==> src/rtl/spi_msg_sequencer_if.sv <==
// Word-level handshake between the SPI slave shifter and the message sequencer.
interface spi_msg_sequencer_if;
  logic        msg_start;
  logic        msg_idle;
  logic        word_valid;
  logic [31:0] rx_word;
  logic [31:0] tx_word;

  modport master (
    output msg_start,
    output msg_idle,
    output word_valid,
    output rx_word,
    input  tx_word
  );

  modport slave (
    input  msg_start,
    input  msg_idle,
    input  word_valid,
    input  rx_word,
    output tx_word
  );
endinterface

==> src/rtl/spi_msg_sequencer.sv <==
// Frames SSEL-delimited SPI messages, stages PWM duties for atomic commit,
// serves status and counter snapshots on TX, and zeroes PWM on watchdog expiry.
module spi_msg_sequencer #(
  parameter int unsigned NPWM       = 4,
  parameter int unsigned NQ         = 4,
  parameter int unsigned WDT_CYCLES = 5000000
) (
  input  logic                 clk,
  input  logic                 rst_n,
  spi_msg_sequencer_if.slave   spi,
  input  logic [32*NQ-1:0]     qcnt_in,
  output logic [32*NPWM-1:0]   pwm_out,
  output logic                 pwm_update,
  output logic                 wdt_trip,
  output logic [7:0]           err_cnt,
  output logic [7:0]           seq
);

  typedef enum logic [1:0] {
    IDLE,
    HDR,
    DATA,
    DRAIN
  } state_t;

  localparam logic [3:0]  LAST_K    = 4'(NPWM - 1);
  localparam logic [3:0]  LAST_SLOT = 4'(NQ + 1);
  localparam logic [23:0] WDT_LAST  = 24'(WDT_CYCLES - 1);

  state_t          state;
  state_t          state_nxt;

  logic            idle_q;
  logic            idle_rise;
  logic            in_msg;
  logic            abort;
  logic            msg_end;
  logic            word_acc;
  logic            commit;
  logic            reject;
  logic            hdr_ok;
  logic            wdt_expire;
  logic            msg_good;

  logic [NPWM-1:0] mask;
  logic [31:0]     staging [NPWM];
  logic [31:0]     pwm_r   [NPWM];
  logic [31:0]     snap    [NQ];
  logic [3:0]      k_idx;
  logic [3:0]      slot;
  logic [23:0]     wdt_cnt;
  logic [31:0]     tx_word_c;

  assign hdr_ok     = (spi.rx_word[31:24] == 8'hA5);
  assign wdt_expire = (wdt_cnt >= WDT_LAST);

  // State register
  always_ff @(posedge clk or negedge rst_n) begin
    if (!rst_n) begin
      state <= IDLE;
    end else begin
      state <= state_nxt;
    end
  end

  // Event decode and next state; msg_start outranks both message end and a
  // coincident word, and a message end outranks a coincident word.
  always_comb begin
    state_nxt = state;
    in_msg    = (state != IDLE);
    idle_rise = spi.msg_idle & ~idle_q;
    abort     = spi.msg_start & in_msg;
    msg_end   = in_msg & idle_rise & ~spi.msg_start;
    word_acc  = in_msg & spi.word_valid & ~spi.msg_start & ~msg_end;
    commit    = msg_end & (state == DRAIN) & msg_good;
    reject    = abort | (msg_end & ~commit);

    if (spi.msg_start) begin
      state_nxt = HDR;
    end else if (msg_end) begin
      state_nxt = IDLE;
    end else if (word_acc) begin
      case (state)
        HDR:     state_nxt = hdr_ok ? DATA : DRAIN;
        DATA:    if (k_idx == LAST_K) state_nxt = DRAIN;
        default: state_nxt = state;
      endcase
    end
  end

  // Outgoing word for the current transfer slot
  always_comb begin
    tx_word_c = '0;
    if (state != IDLE) begin
      if (slot == 4'd0) begin
        tx_word_c = {8'h5A, err_cnt, seq, 7'b0, wdt_trip};
      end else begin
        for (int unsigned j = 0; j < NQ; j++) begin
          if (slot == 4'(j + 1)) tx_word_c = snap[j];
        end
      end
    end
  end

  assign spi.tx_word = tx_word_c;

  always_comb begin
    pwm_out = '0;
    for (int unsigned j = 0; j < NPWM; j++) begin
      pwm_out[32*j +: 32] = pwm_r[j];
    end
  end

  // Message datapath, commit and watchdog
  always_ff @(posedge clk or negedge rst_n) begin
    if (!rst_n) begin
      idle_q     <= 1'b0;
      msg_good   <= 1'b0;
      mask       <= '0;
      k_idx      <= '0;
      slot       <= '0;
      wdt_cnt    <= '0;
      wdt_trip   <= 1'b1;
      pwm_update <= 1'b0;
      err_cnt    <= '0;
      seq        <= '0;
      for (int unsigned j = 0; j < NPWM; j++) begin
        staging[j] <= '0;
        pwm_r[j]   <= '0;
      end
      for (int unsigned i = 0; i < NQ; i++) begin
        snap[i] <= '0;
      end
    end else begin
      idle_q     <= spi.msg_idle;
      pwm_update <= commit;

      if (spi.msg_start) begin
        msg_good <= 1'b0;
        k_idx    <= '0;
        slot     <= '0;
        for (int unsigned i = 0; i < NQ; i++) begin
          snap[i] <= qcnt_in[32*i +: 32];
        end
      end else if (word_acc) begin
        if (slot != LAST_SLOT) slot <= slot + 4'd1;
        case (state)
          HDR: begin
            if (hdr_ok) mask <= spi.rx_word[NPWM-1:0];
          end
          DATA: begin
            for (int unsigned j = 0; j < NPWM; j++) begin
              if (k_idx == 4'(j)) staging[j] <= spi.rx_word;
            end
            k_idx <= k_idx + 4'd1;
            if (k_idx == LAST_K) msg_good <= 1'b1;
          end
          DRAIN: msg_good <= 1'b0;
          default: ;
        endcase
      end

      if (reject && (err_cnt != 8'hFF)) begin
        err_cnt <= err_cnt + 8'd1;
      end

      // A commit on the expiry cycle wins: counter and trip clear, no zeroing.
      if (commit) begin
        seq      <= seq + 8'd1;
        wdt_cnt  <= '0;
        wdt_trip <= 1'b0;
        for (int unsigned j = 0; j < NPWM; j++) begin
          if (mask[j]) pwm_r[j] <= staging[j];
        end
      end else begin
        if (wdt_cnt != '1) wdt_cnt <= wdt_cnt + 24'd1;
        if (wdt_expire) begin
          wdt_trip <= 1'b1;
          for (int unsigned j = 0; j < NPWM; j++) begin
            pwm_r[j] <= '0;
          end
        end
      end
    end
  end

endmodule

==> src/flat_wrapper.sv <==
// flat-port wrapper written by rule: the top's interface ports become plain ports
module spi_msg_sequencer_flat 
#(
  parameter int unsigned NPWM       = 4,
  parameter int unsigned NQ         = 4,
  parameter int unsigned WDT_CYCLES = 5000000
)
  (clk, rst_n, qcnt_in, pwm_out, pwm_update, wdt_trip, err_cnt, seq, spi_msg_start, spi_msg_idle, spi_word_valid, spi_rx_word, spi_tx_word);
  spi_msg_sequencer_if spi_i ();
  input  logic clk;
  input  logic rst_n;
  input  logic [32*NQ-1:0] qcnt_in;
  output logic [32*NPWM-1:0] pwm_out;
  output logic pwm_update;
  output logic wdt_trip;
  output logic [7:0] err_cnt;
  output logic [7:0] seq;
  input wire logic [$bits(spi_i.msg_start)-1:0] spi_msg_start;
  input wire logic [$bits(spi_i.msg_idle)-1:0] spi_msg_idle;
  input wire logic [$bits(spi_i.word_valid)-1:0] spi_word_valid;
  input wire logic [$bits(spi_i.rx_word)-1:0] spi_rx_word;
  output wire logic [$bits(spi_i.tx_word)-1:0] spi_tx_word;
  assign spi_i.msg_start = spi_msg_start;
  assign spi_i.msg_idle = spi_msg_idle;
  assign spi_i.word_valid = spi_word_valid;
  assign spi_i.rx_word = spi_rx_word;
  assign spi_tx_word = spi_i.tx_word;
  spi_msg_sequencer #(.NPWM(NPWM), .NQ(NQ), .WDT_CYCLES(WDT_CYCLES)) u_core (.clk(clk), .rst_n(rst_n), .spi(spi_i), .qcnt_in(qcnt_in), .pwm_out(pwm_out), .pwm_update(pwm_update), .wdt_trip(wdt_trip), .err_cnt(err_cnt), .seq(seq));
endmodule
==> config.mk <==
export PLATFORM = sky130hd
export DESIGN_NAME = spi_msg_sequencer_flat
export DESIGN_NICKNAME = d
export VERILOG_FILES = /design/src/rtl/spi_msg_sequencer_if.sv /design/src/rtl/spi_msg_sequencer.sv /design/src/flat_wrapper.sv
export SDC_FILE = /design/constraint.sdc
export NUM_CORES = 1
export LEC_CHECK = 0
export BUFFER_PORTS_ARGS = -buffer_cell sky130_fd_sc_hd__buf_2
export CAP_MARGIN = 10
export CORE_ASPECT_RATIO = 0.6
export CORE_MARGIN = 2
export CORE_UTILIZATION = 30
export DETAILED_ROUTE_END_ITERATION = 7
export GPL_ROUTABILITY_DRIVEN = 0
export GPL_TIMING_DRIVEN = 0
export HOLD_SLACK_MARGIN = 0.03
export SKIP_CTS_REPAIR_TIMING = 1
export SLEW_MARGIN = 0
export SYNTH_ARGS = -nofsm -noshare
export SYNTH_HDL_FRONTEND = slang
export SYNTH_SLANG_ARGS = --single-unit
==> constraint.sdc <==
create_clock -name clk -period 2.55 [get_ports clk]
set_input_delay 0.3825 -clock clk [delete_from_list [all_inputs] [get_ports clk]]
set_output_delay 0.3825 -clock clk [all_outputs]
set_load 0.02 [all_outputs]
==> qor_table.md <==
| Parameter | Value | Unit |
| --- | --- | --- |
| Category of the worst setup path launch point | flop | - |
| Nature of the critical path endpoint | output pin | - |
| Worst Hold Class | input port to flop | - |
| Count of pins over their slew limit | 0 | - |
| Worst Hold Slack | 0.0426 | ns |
| Average wire length per cell after detail routing | 21.0 | µm |
| Mapped Cells | 1316 | - |
| Critical Path AT | 2.53 | ns |
| Number of distinct library cells after synthesis | 51 | - |
| GR Overflow Total | 0 | - |
| Number of nets with antenna violations after routing | 0 | - |
| Via-to-Cell Ratio | 4.98 | - |
| Maximum clock path buffer count | 3 | - |
| Critical R2R Capture | u_core.pwm_out[98]$_DFFE_PN0P_ | - |
| Floorplan die height | 195 | µm |
| Clock slew seen by the registers of the worst setup and hold paths | 0.06 | ns |
| Antenna violations before repair | 5 | - |
| Total Wirelength | 55.4 | mm |
| Slowest stage cell on the critical path | dfrtp_2 | - |
| Total Die Area | 0.0628 | mm² |
| Max-cap check violation count | 0 | - |
| Pre-CTS WS | -0.824 | ns |
| Post-synth net total | 1492 | - |
| Number of remaining DRC errors | 0 | - |
| Worst setup slack for register-to-register paths | 0.11 | ns |
| Post-detail-place hpwl | 39.5 | mm |
| Fraction of layout instances using a drive strength above 1 | 46.0 | % |
| Later-pin clock latency in the skew report | 0.58 | ns |
| Power Density | 668 | mW/mm² |
| Period Utilization, post-route | 114 | % |
| Min-Delay Endpoint | u_core.snap[126]$_DFFE_PN0P_ | - |
| Cts bufs inserted | 46 | - |
| Setup repair after global routing missed its margin | true | - |
| Clock tree from TritonCTS | done | - |
| Final non-filler cell total | 2641 | - |
| Number of setup violations in the final report | 32 | - |
| Sequential share of the synthesized area | 60.7 | % |
| Worst setup path class | flop to output pin | - |
| Total of fill cells in the finished design | 5580 | - |
| Number of cells on the worst hold path | 2 | - |
| Area of the mapped netlist | 0.0182 | mm² |
| Yosys warns | 0 | - |
| Number of iterations in the first detailed-routing pass | 5 | - |
| Worst EP required | 2.17 | ns |
| Cell count of the worst reg-to-reg path | 8 | - |
| Static Leakage | 11.7 | nW |
| Result of the run | finished, violations left | - |
| Highest fanout seen on the critical path | 8 | - |
| Slew Limit Headroom | 24.9 | % |
| Wire length of the first global-routing pass | 83.0 | mm |
| Largest net degree at the start of global routing | 117 | - |
| H-Tree Level Count | 2 | - |
| Starting density of the core | 30.6 | % |
| Async set-or-reset flop fraction in the synthesized netlist | 100 | % |
| First-iteration detailed-routing DRC count | 926 | - |
| CP max stage delay | 0.44 | ns |
| Launching point of the worst reg2reg path | u_core.wdt_cnt[3]$_DFFE_PN0P_ | - |
| Storage cell area | 0.0111 | mm² |
| Total area of multi-input combinational cells | 0.00703 | mm² |
| Number of global-route vias before repair | 13100 | - |
| Global router's overall resource usage | 17.1 | % |
| Hold path startpoint | qcnt_in[30] | - |
| Buffer cell driving the clock tree root | clkbuf_16 | - |
| Worst VDD drop | 0.000384 | V |
| DIE WIDTH | 322 | µm |
| Worst clock skew | 0.0203 | ns |
| Violations in the final reports | setup timing | - |
| Core region area | 0.0597 | mm² |
| Predominant post-synthesis flop cell | dfrtp_1 | - |
| Mapped Avg Cell Area | 13.9 | µm² |
| Clk sinks | 442 | - |
| Transition time at the pin with the least slew margin | 1.13 | ns |
| Placement row count | 69 | - |
| Post-synth EDFFs | 0 | - |
| Port Buffers | 341 | - |
| Inst Count DP | 2477 | - |
| Nets | 1964 | - |
| Final count of hold timing violations | 0 | - |
| Total I/O pin count | 343 | - |
| Syn-to-layout area delta | 32.3 | % |
| Achievable clock frequency | 343 | MHz |
| Minimum clock period after layout | 2.91 | ns |
| Post-route setup slack | -0.361 | ns |
| Setup total negative slack | -7.93 | ns |
| Yosys reg bits | 442 | - |
| Critical path, cell by cell | inv_2, ha_4, nor3b_4, buf_6, buf_8, a22oi_2, nor2_1, a221oi_1, a21oi_1, buf_4 | - |
| Power Total | 16.1 | mW |
| Number of vias in the routed layout | 13100 | - |
-- per-stage QoR --
| step | utilization, % | area [µm²] |
|---|---|---|
| after CTS | 37.9 | 22600 |
| after detailed placement | 35.3 | 21100 |
| after floorplan | - | 18200 |
| after global placement | 35.1 | 21000 |
| final | 40.4 | 24100 |
| after global routing | 40.4 | 24100 |
-- cell families (layout without fill, tap and decap cells) --
kind of cell,Yosys count,after routing,share of synthesized area (%)
xor gates and xnor gates,37,37,1.78
and+or+nand+nor,182,182,5.29
DFF,442,442,60.7
buffers and inverters,101,607,2.66
other,0,3,0
muxes,266,266,17.3
AOI/OAI and AO/OA,277,277,11.6
adders and majority gates,11,11,0.755
-- how the worst max path moves through the flow --
stage | slack, ns | depth (start not counted) | endpoint | startpoint
2_1_floorplan | 0.12 | 7 | spi_tx_word[28] | u_core.slot[0]$_DFFE_PN0P_
3_3_place_gp | -7.64 | 1 | u_core.snap[73]$_DFFE_PN0P_ | rst_n
3_5_place_dp | -0.82 | 9 | u_core.pwm_out[28]$_DFFE_PN0P_ | spi_msg_idle
4_1_cts | -1.22 | 9 | spi_tx_word[10] | u_core.slot[0]$_DFFE_PN0P_
5_1_grt | -0.49 | 10 | spi_tx_word[17] | u_core.slot[0]$_DFFE_PN0P_
6_report | -0.36 | 10 | spi_tx_word[17] | u_core.slot[0]$_DFFE_PN0P_
-- layout by cell type (no fill, tap or decap), drive strengths merged, types with 7 or more instances in the layout --
cell type / n
ha: 11
clkinv: 12
xnor2: 31
and2: 7
clkbuf: 113
a221o: 15
a221oi: 17
a22o: 128
nand2: 42
o21ai: 35
inv: 10
dlygate4sd3: 65
dfrtp: 441
a22oi: 17
nor3: 7
nand3: 17
mux2: 261
nand4: 16
a21oi: 45
nor2: 56
and3: 8
buf: 401
-- sequential cells by signal, indices dropped and copies added, names as in the netlist --
register	cells
u_core.state	2
u_core.wdt_cnt	24
u_core.seq	8
u_core.staging	128
u_core.slot	4
u_core.pwm_update	1
u_core.msg_good	1
u_core.mask	4
u_core.err_cnt	8
u_core.idle_q	1
u_core.k_idx	4
u_core.snap	128
u_core.pwm_out	128
u_core.wdt_trip	1
-- cells in the mapped netlist (all sizes together), types with 2 or more instances --
cell type	n	area (µm²)
and4	4	35.0
clkbuf	68	255
o21ai	35	175
ha	11	138
dfrtp	441	11000
nand2	42	188
a22o	128	1120
a31oi	6	37.5
xor2	6	52.6
nor4b	4	35.0
a221oi	17	149
nor3	7	46.3
a2111oi	3	26.3
mux2	261	3100
a21oi	45	225
xnor2	31	272
a22oi	17	128
a211oi	4	30.0
a221o	15	150
nand4	16	100
and3b	3	26.3
inv	8	30.0
nor4	5	31.3
nor3b	2	15.0
and2	7	43.8
buf	25	199
nand2b	2	20.0
nor2	56	210
nor4bb	3	30.0
nand3	17	85.1
nor2b	2	12.5
mux2i	5	50.1
and3	8	50.1
-- critical path: cells and delay by family (launching register included) --
family	cells	cell delay, ns
AOI/OAI and AO/OA	3	0.37
adders and majority gates	1	0.14
buffers and inverters	4	0.64
DFF	1	0.44
and+or+nand+nor	2	0.34
-- report_power, final --
part | internal (mW) | switching [mW]
Clock | 3.89 | 2.90
Combinational | 0.777 | 0.860
Sequential | 7.37 | 0.306
Total | 12.0 | 4.07
-- final cells by class --
| type | count | area share (%) |
|---|---|---|
| Buffer | 86 | 2.54 |
| Clock inverter | 20 | 0.898 |
| Multi-Input combinational cell | 773 | 29.2 |
| Sequential cell | 442 | 45.9 |
| Antenna cell | 3 | 0.0311 |
| Timing Repair Buffer | 431 | 11.8 |
| Clock buffer | 62 | 5.36 |
| Tap cell | 816 | 4.23 |
| Inverter | 8 | 0.125 |
-- routing by layer --
metal | part of all wire, % | track usage (%) | up-vias
met5 | 0.020 | 0 | -
met4 | 1.7 | 3.74 | 2
met3 | 7.0 | 4.81 | 78
met2 | 44 | 24.7 | 379
met1 | 47 | 25.3 | 6882
li1 | - | - | 5805
Note: power is estimated with default switching activity, not from simulation.
